===== src/rtl/rf_pkg.sv =====
// -----------------------------------------------------------------------------
// rf_pkg
// Shared constants and types for the register-file writeback slice.
//   NUM_REGS : architectural registers / scoreboard depth
//   ADDR_W   : register address width (clog2(NUM_REGS))
//   DATA_W   : writeback data width
// Types: rf_addr_t, rf_data_t, wb_req_t {valid, addr, data}.
// -----------------------------------------------------------------------------
package rf_pkg;

    localparam int NUM_REGS = 32;
    localparam int ADDR_W   = $clog2(NUM_REGS);
    localparam int DATA_W   = 32;

    typedef logic [ADDR_W-1:0] rf_addr_t;
    typedef logic [DATA_W-1:0] rf_data_t;

    typedef struct packed {
        logic     valid;
        rf_addr_t addr;
        rf_data_t data;
    } wb_req_t;

    // x0 is architecturally zero: writes to it are consumed but never committed.
    function automatic logic is_x0(input rf_addr_t addr);
        return (addr == '0);
    endfunction

endpackage


===== src/rtl/rf_scoreboard.sv =====
// -----------------------------------------------------------------------------
// rf_scoreboard
// Pending-write bit per architectural register, used by issue for RAW stalls.
// Ports:
//   clk, reset            : clock, synchronous active-high reset
//   set_en_i, set_addr_i  : issue marks a destination pending
//   clr_en_i, clr_addr_i  : writeback acceptance clears a destination
//   chk_addr1/2_i         : source operands to check
//   chk_busy1/2_o         : combinational pending lookups (no same-cycle bypass)
// -----------------------------------------------------------------------------
module rf_scoreboard
    import rf_pkg::*;
(
    input  logic     clk,
    input  logic     reset,
    input  logic     set_en_i,
    input  rf_addr_t set_addr_i,
    input  logic     clr_en_i,
    input  rf_addr_t clr_addr_i,
    input  rf_addr_t chk_addr1_i,
    input  rf_addr_t chk_addr2_i,
    output logic     chk_busy1_o,
    output logic     chk_busy2_o
);

    logic [NUM_REGS-1:0] pending_q;
    logic [NUM_REGS-1:0] pending_d;

    // pending[0] is tied low; x0 never has an outstanding producer.
    assign pending_d[0] = 1'b0;

    generate
        for (genvar gi = 1; gi < NUM_REGS; gi++) begin : g_entry
            logic set_hit;
            logic clr_hit;
            assign set_hit = set_en_i && (set_addr_i == rf_addr_t'(gi));
            assign clr_hit = clr_en_i && (clr_addr_i == rf_addr_t'(gi));
            // A same-cycle set means a newer producer was issued, so it
            // must survive the retirement of the older one.
            assign pending_d[gi] = set_hit || (pending_q[gi] && !clr_hit);
        end
    endgenerate

    always_ff @(posedge clk) begin
        if (reset) begin
            pending_q <= '0;
        end else begin
            pending_q <= pending_d;
        end
    end

    assign chk_busy1_o = pending_q[chk_addr1_i];
    assign chk_busy2_o = pending_q[chk_addr2_i];

endmodule


===== src/rtl/rf_wb_arbiter.sv =====
// -----------------------------------------------------------------------------
// rf_wb_arbiter
// Shares the single register-file write port between the load unit (req0)
// and the ALU (req1), and tracks in-flight producers in a scoreboard.
// Ports:
//   clk, reset                        : clock, synchronous active-high reset
//   req0_valid/ready/addr/data        : load-unit writeback handshake
//   req1_valid/ready/addr/data        : ALU writeback handshake
//   rf_write_en/addr/data             : registered register-file write port
//   sb_set_en, sb_set_addr            : issue marks a destination pending
//   chk_addr1/2, chk_busy1/2          : RAW hazard lookups
// Build option: RF_WB_RR_EN selects round-robin arbitration; when undefined
// req0 has fixed priority and req1 may starve.
// -----------------------------------------------------------------------------
module rf_wb_arbiter
    import rf_pkg::*;
(
    input  logic     clk,
    input  logic     reset,
    input  logic     req0_valid,
    output logic     req0_ready,
    input  rf_addr_t req0_addr,
    input  rf_data_t req0_data,
    input  logic     req1_valid,
    output logic     req1_ready,
    input  rf_addr_t req1_addr,
    input  rf_data_t req1_data,
    output logic     rf_write_en,
    output rf_addr_t rf_write_addr,
    output rf_data_t rf_write_data,
    input  logic     sb_set_en,
    input  rf_addr_t sb_set_addr,
    input  rf_addr_t chk_addr1,
    input  rf_addr_t chk_addr2,
    output logic     chk_busy1,
    output logic     chk_busy2
);

    wb_req_t  req0_s;
    wb_req_t  req1_s;
    wb_req_t  sel_s;
    logic     accept;

    logic     wr_en_q;
    rf_addr_t wr_addr_q;
    rf_data_t wr_data_q;

    assign req0_s = '{valid: req0_valid, addr: req0_addr, data: req0_data};
    assign req1_s = '{valid: req1_valid, addr: req1_addr, data: req1_data};

`ifdef RF_WB_RR_EN
    // last_grant_q = 1 means req1 was granted most recently, so req0 wins
    // the next conflict. Reset value makes req0 win the first one.
    logic last_grant_q;

    always_ff @(posedge clk) begin
        if (reset) begin
            last_grant_q <= 1'b1;
        end else if (accept) begin
            last_grant_q <= req1_ready;
        end
    end

    always_comb begin
        req0_ready = 1'b0;
        req1_ready = 1'b0;
        if (!reset) begin
            req0_ready = req0_s.valid && (!req1_s.valid ||  last_grant_q);
            req1_ready = req1_s.valid && (!req0_s.valid || !last_grant_q);
        end
    end
`else
    always_comb begin
        req0_ready = 1'b0;
        req1_ready = 1'b0;
        if (!reset) begin
            req0_ready = req0_s.valid;
            req1_ready = req1_s.valid && !req0_s.valid;
        end
    end
`endif

    assign accept = req0_ready || req1_ready;
    assign sel_s  = req0_ready ? req0_s : req1_s;

    // Write-port register: one accepted request per cycle appears here in the
    // following cycle. x0 writes update addr/data but never raise the enable.
    always_ff @(posedge clk) begin
        if (reset) begin
            wr_en_q   <= 1'b0;
            wr_addr_q <= '0;
            wr_data_q <= '0;
        end else if (accept) begin
            wr_en_q   <= !is_x0(sel_s.addr);
            wr_addr_q <= sel_s.addr;
            wr_data_q <= sel_s.data;
        end else begin
            wr_en_q   <= 1'b0;
        end
    end

    assign rf_write_en   = wr_en_q;
    assign rf_write_addr = wr_addr_q;
    assign rf_write_data = wr_data_q;

    rf_scoreboard u_scoreboard (
        .clk         (clk),
        .reset       (reset),
        .set_en_i    (sb_set_en),
        .set_addr_i  (sb_set_addr),
        .clr_en_i    (accept),
        .clr_addr_i  (sel_s.addr),
        .chk_addr1_i (chk_addr1),
        .chk_addr2_i (chk_addr2),
        .chk_busy1_o (chk_busy1),
        .chk_busy2_o (chk_busy2)
    );

endmodule


===== config.mk =====
export PLATFORM = sky130hd
export DESIGN_NAME = rf_wb_arbiter
export DESIGN_NICKNAME = d
export VERILOG_FILES = /design/src/rtl/rf_pkg.sv /design/src/rtl/rf_scoreboard.sv /design/src/rtl/rf_wb_arbiter.sv
export SDC_FILE = /design/constraint.sdc
export NUM_CORES = 1
export LEC_CHECK = 0
export CAP_MARGIN = 0
export CORE_UTILIZATION = 35
export CTS_CLUSTER_DIAMETER = 150
export DETAILED_ROUTE_END_ITERATION = 8
export SETUP_SLACK_MARGIN = 0.1
export SLEW_MARGIN = 10
export SYNTH_ARGS = -nofsm -noshare
export SYNTH_HDL_FRONTEND = slang
export SYNTH_SLANG_ARGS = --single-unit

===== constraint.sdc =====
create_clock -name clk -period 2.2 [get_ports clk]
set_clock_uncertainty 0.1 [all_clocks]
set_input_delay 0.33 -clock clk [delete_from_list [all_inputs] [get_ports clk]]
set_output_delay 0.33 -clock clk [all_outputs]
set_load 0.03 [all_outputs]

==> summary.txt <==
Run status
  • Status: finished, final reports clean

STA
  • Minimum clock period: 2.15 ns
  • Unrepaired setup endpoints after global routing: yes
  • Slew margin rel.: 64.7%
  • F_max: 464 MHz
  • Setup violations, final: 0
  • Fin crit share: 97.9%
  • Hold Vio Cnt, Final: 0
  • Hold_ws: 0.310 ns
  • Crit path setup slack, layout: 0.0455 ns
  • Final slew viol count: 0
  • Worst-margin pin slew: 0.529 ns

Pwr
  • Reg power frac: 37.7%
  • Logic pwr share: 23.8%
  • Maximum vdd drop: 361 uV
  • Pwr dens: 586 mW/mm^2
  • Switching power total: 999 uW
  • Internal cell power: 2.55 mW
  • Sw Ratio: 28.2%
  • Clock share of power: 38.5%
  • Lkg Pwr: 2.30 nW

Clock network
  • Reg clk slew, reported paths: 0.06 ns
  • Hold Buf Count CTS: 0
  • Clk buf depth: 2
  • CTS H-tree lvls: 3
  • CTS Buf Count: 9
  • CTS sink count: 69
  • Clk root buf: clkbuf_16
  • Worst-skew pair later-pin latency: 0.34 ns
  • CTS tree: yes

Yosys
  • Netlist Area Pre-Place: 0.00404 mm^2
  • Distinct cell type count after synthesis: 47
  • Area leader, netlist: dfxtp_1
  • Synth area leaders: dfxtp_1 (34%), mux2i_1 (13%), a21oi_1 (9.3%)
  • Register area share after synthesis: 34.2%
  • Post-synth EDFFs: 0
  • Mapped Cells: 472
  • Avg Synthesized Cell Area: 8.56 um^2
  • YS warnings: 0
  • Ys flop type: dfxtp_1
  • Synth async-reset ratio: 0%
  • Synth top area share: 34.2%
  • Mapped Nets: 566
  • Yosys reg bits: 69

Floorplan
  • IO Count: 136
  • Starting Density: 36.6%
  • Area of the die: 0.0120 mm^2
  • Num rows: 38
  • Die W: 109 um
  • Floorplan core area: 0.0110 mm^2
  • Die Y: 109 um

Min path
  • Worst hold path class: input port to register

Global routing
  • Grt total ovfl: 0
  • Largest net degree at the start of global routing: 79
  • Total GRT Usage: 22.7%
  • Initial antenna violation count: 0
  • Number of global-route vias before repair: 4113
  • First-pass GRT wire length: 20500 um

Worst setup path
  • Crit-path max FO: 3
  • CP arrival: 1.72 ns
  • WS Path Type: register to output pin
  • CP Launch Type: register
  • Required @ worst endpoint: 1.77 ns
  • Critical Path Sink Type: output pin

Place
  • # port buffers: 135
  • Pre-CTS setup slack: -0.693 ns
  • Post-DP HPWL: 9620 um
  • Final Wtd Congestion: 0.929

Drt
  • DR pass1 iterations: 5
  • Wirelength per Cell: 16.9 um
  • # DRC: 0
  • Vias: 4130
  • Vias/cell: 5.40
  • Met3 Wirelength: 1350 um
  • Post-Route WL: 12900 um
  • Met2 Wirelength: 5870 um
  • Max Used Layer: met4
  • M1 WL: 5360 um
  • Drt first-iter violations: 170
  • Antenna Nets Post-Route: 0

Finish
  • Layout area overhead: 49.6%
  • Reg area: 0.00139 mm^2
  • Fraction of layout cells with a size suffix above 1: 17.1%
  • # diodes: 0
  • Nets: 714
  • Fillers: 1028
  • Finished Core Util: 54.8%
  • Area of the multi-input gates: 0.00251 mm^2

Run
  • Max Cap Viol: 0
[final timing paths]
| check | from | to | slack (ns) | cells past startpoint |
|---|---|---|---|---|
| min | req1_valid | rf_write_addr[4] | 0.31 | 3 |
| min reg2reg | u_scoreboard.pending_q[1] | u_scoreboard.pending_q[1] | 0.41 | 2 |
| max reg2reg | rf_write_data[9] | rf_write_data[9] | 1.26 | 4 |
| max | u_scoreboard.pending_q[7] | chk_busy2 | 0.05 | 5 |
[layout make-up]
type / instances / area share [%]
multi-input combinational: 357 / 41.5
inverter: 7 / 0.517
clock inverter: 1 / 0.0827
tap: 140 / 2.90
timing repair buffer: 176 / 27.6
clock buffer: 15 / 4.43
sequential: 69 / 23.0
[logic make-up after synthesis]
group	Yosys count	synth area share [%]
AO/OA/AOI/OAI	134	23.1
AND/OR/NAND/NOR	162	20.1
buffers and inverters	46	5.51
flip-flops	69	34.2
multiplexers	61	17.1
[per-stage QoR]
stage / TNS, ns / std cells / total power [mW] / cell area (um^2)
2_1_floorplan: 0 / 472 / 1.80 / 4040
3_3_place_gp: -1.24 / 748 / 2.18 / 5690
3_5_place_dp: -1.34 / 748 / 2.19 / 5690
4_1_cts: 0 / 765 / 3.58 / 6030
5_1_grt: -0.00879 / 765 / 3.69 / 6050
6_report: 0 / 765 / 3.55 / 6050
[routing by layer]
layer / vias up / track usage [%]
met5: - / 0
li1: 2012 / -
met4: 0 / 10.6
met3: 22 / 8.77
met1: 1921 / 26.1
met2: 175 / 36.9
[synth_stat cells (all sizes together) (11+ instances only)]
master and number:
a211oi 11, a21oi 75, a311oi 15, a31oi 11, buf 24, clkbuf 15, dfxtp 69, mux2i 54
nand2 23, nand3 17, nor2 84
[flip-flops by register name, indices dropped and copies added (netlist names)]
signal / flops
rf_write_addr: 5
rf_write_data: 32
rf_write_en: 1
u_scoreboard.pending_q: 31
[cells in the final DEF (no fill, tap or decap), types with 2 or more instances in the layout]
cell type | synthesis | routed
a211oi_1 | 11 | 10
a21oi_1 | 75 | 75
a22oi_1 | 4 | 4
a311oi_1 | 14 | 14
a31oi_1 | 7 | 7
a31oi_4 | 4 | 4
and2b_4 | 3 | 3
and4bb_2 | 2 | 2
buf_12 | 0 | 2
buf_2 | 20 | 3
buf_4 | 3 | 39
buf_6 | 1 | 3
clkbuf_1 | 14 | 4
clkbuf_16 | 0 | 9
clkbuf_8 | 0 | 2
clkdlybuf4s15_2 | 0 | 2
clkdlybuf4s50_1 | 0 | 123
dfxtp_1 | 69 | 61
dfxtp_2 | 0 | 8
dlygate4sd2_1 | 0 | 4
inv_1 | 6 | 6
mux2i_1 | 54 | 51
mux2i_4 | 0 | 2
mux4_2 | 6 | 6
nand2_1 | 23 | 23
nand2b_4 | 1 | 5
nand3_1 | 17 | 17
nand4_1 | 2 | 2
nand4bb_1 | 2 | 2
nor2_1 | 83 | 83
nor2b_1 | 10 | 10
nor3_1 | 2 | 2
nor3b_1 | 2 | 2
nor3b_2 | 2 | 2
o211ai_1 | 2 | 2
o31ai_1 | 7 | 7
o31ai_4 | 3 | 3
[power groups by stage]
| stage | logic, mW | registers [mW] | clock network (mW) |
|---|---|---|---|
| floorplan | 0.347 | 1.45 | 0 |
| finish | 0.843 | 1.34 | 1.36 |
| CTS | 0.844 | 1.34 | 1.39 |
| detailed placement | 0.832 | 1.36 | 0 |
| global placement | 0.822 | 1.36 | 0 |
| global route | 0.907 | 1.34 | 1.44 |
[critical path, cell delays in order (launching register included)]
cell,delay (ns)
dfxtp_2,0.34
mux4_2,0.47
nand2b_4,0.15
o211ai_1,0.09
nand4_1,0.16
buf_6,0.17
[repair_timing]
item,in CTS,in global routing
endpoints found under the hold margin,0,0
resized for setup,40,4
setup endpoints to repair,2,2
pin swaps,2,2
buffers inserted,1,0
Power figures use the tool's default switching activity.
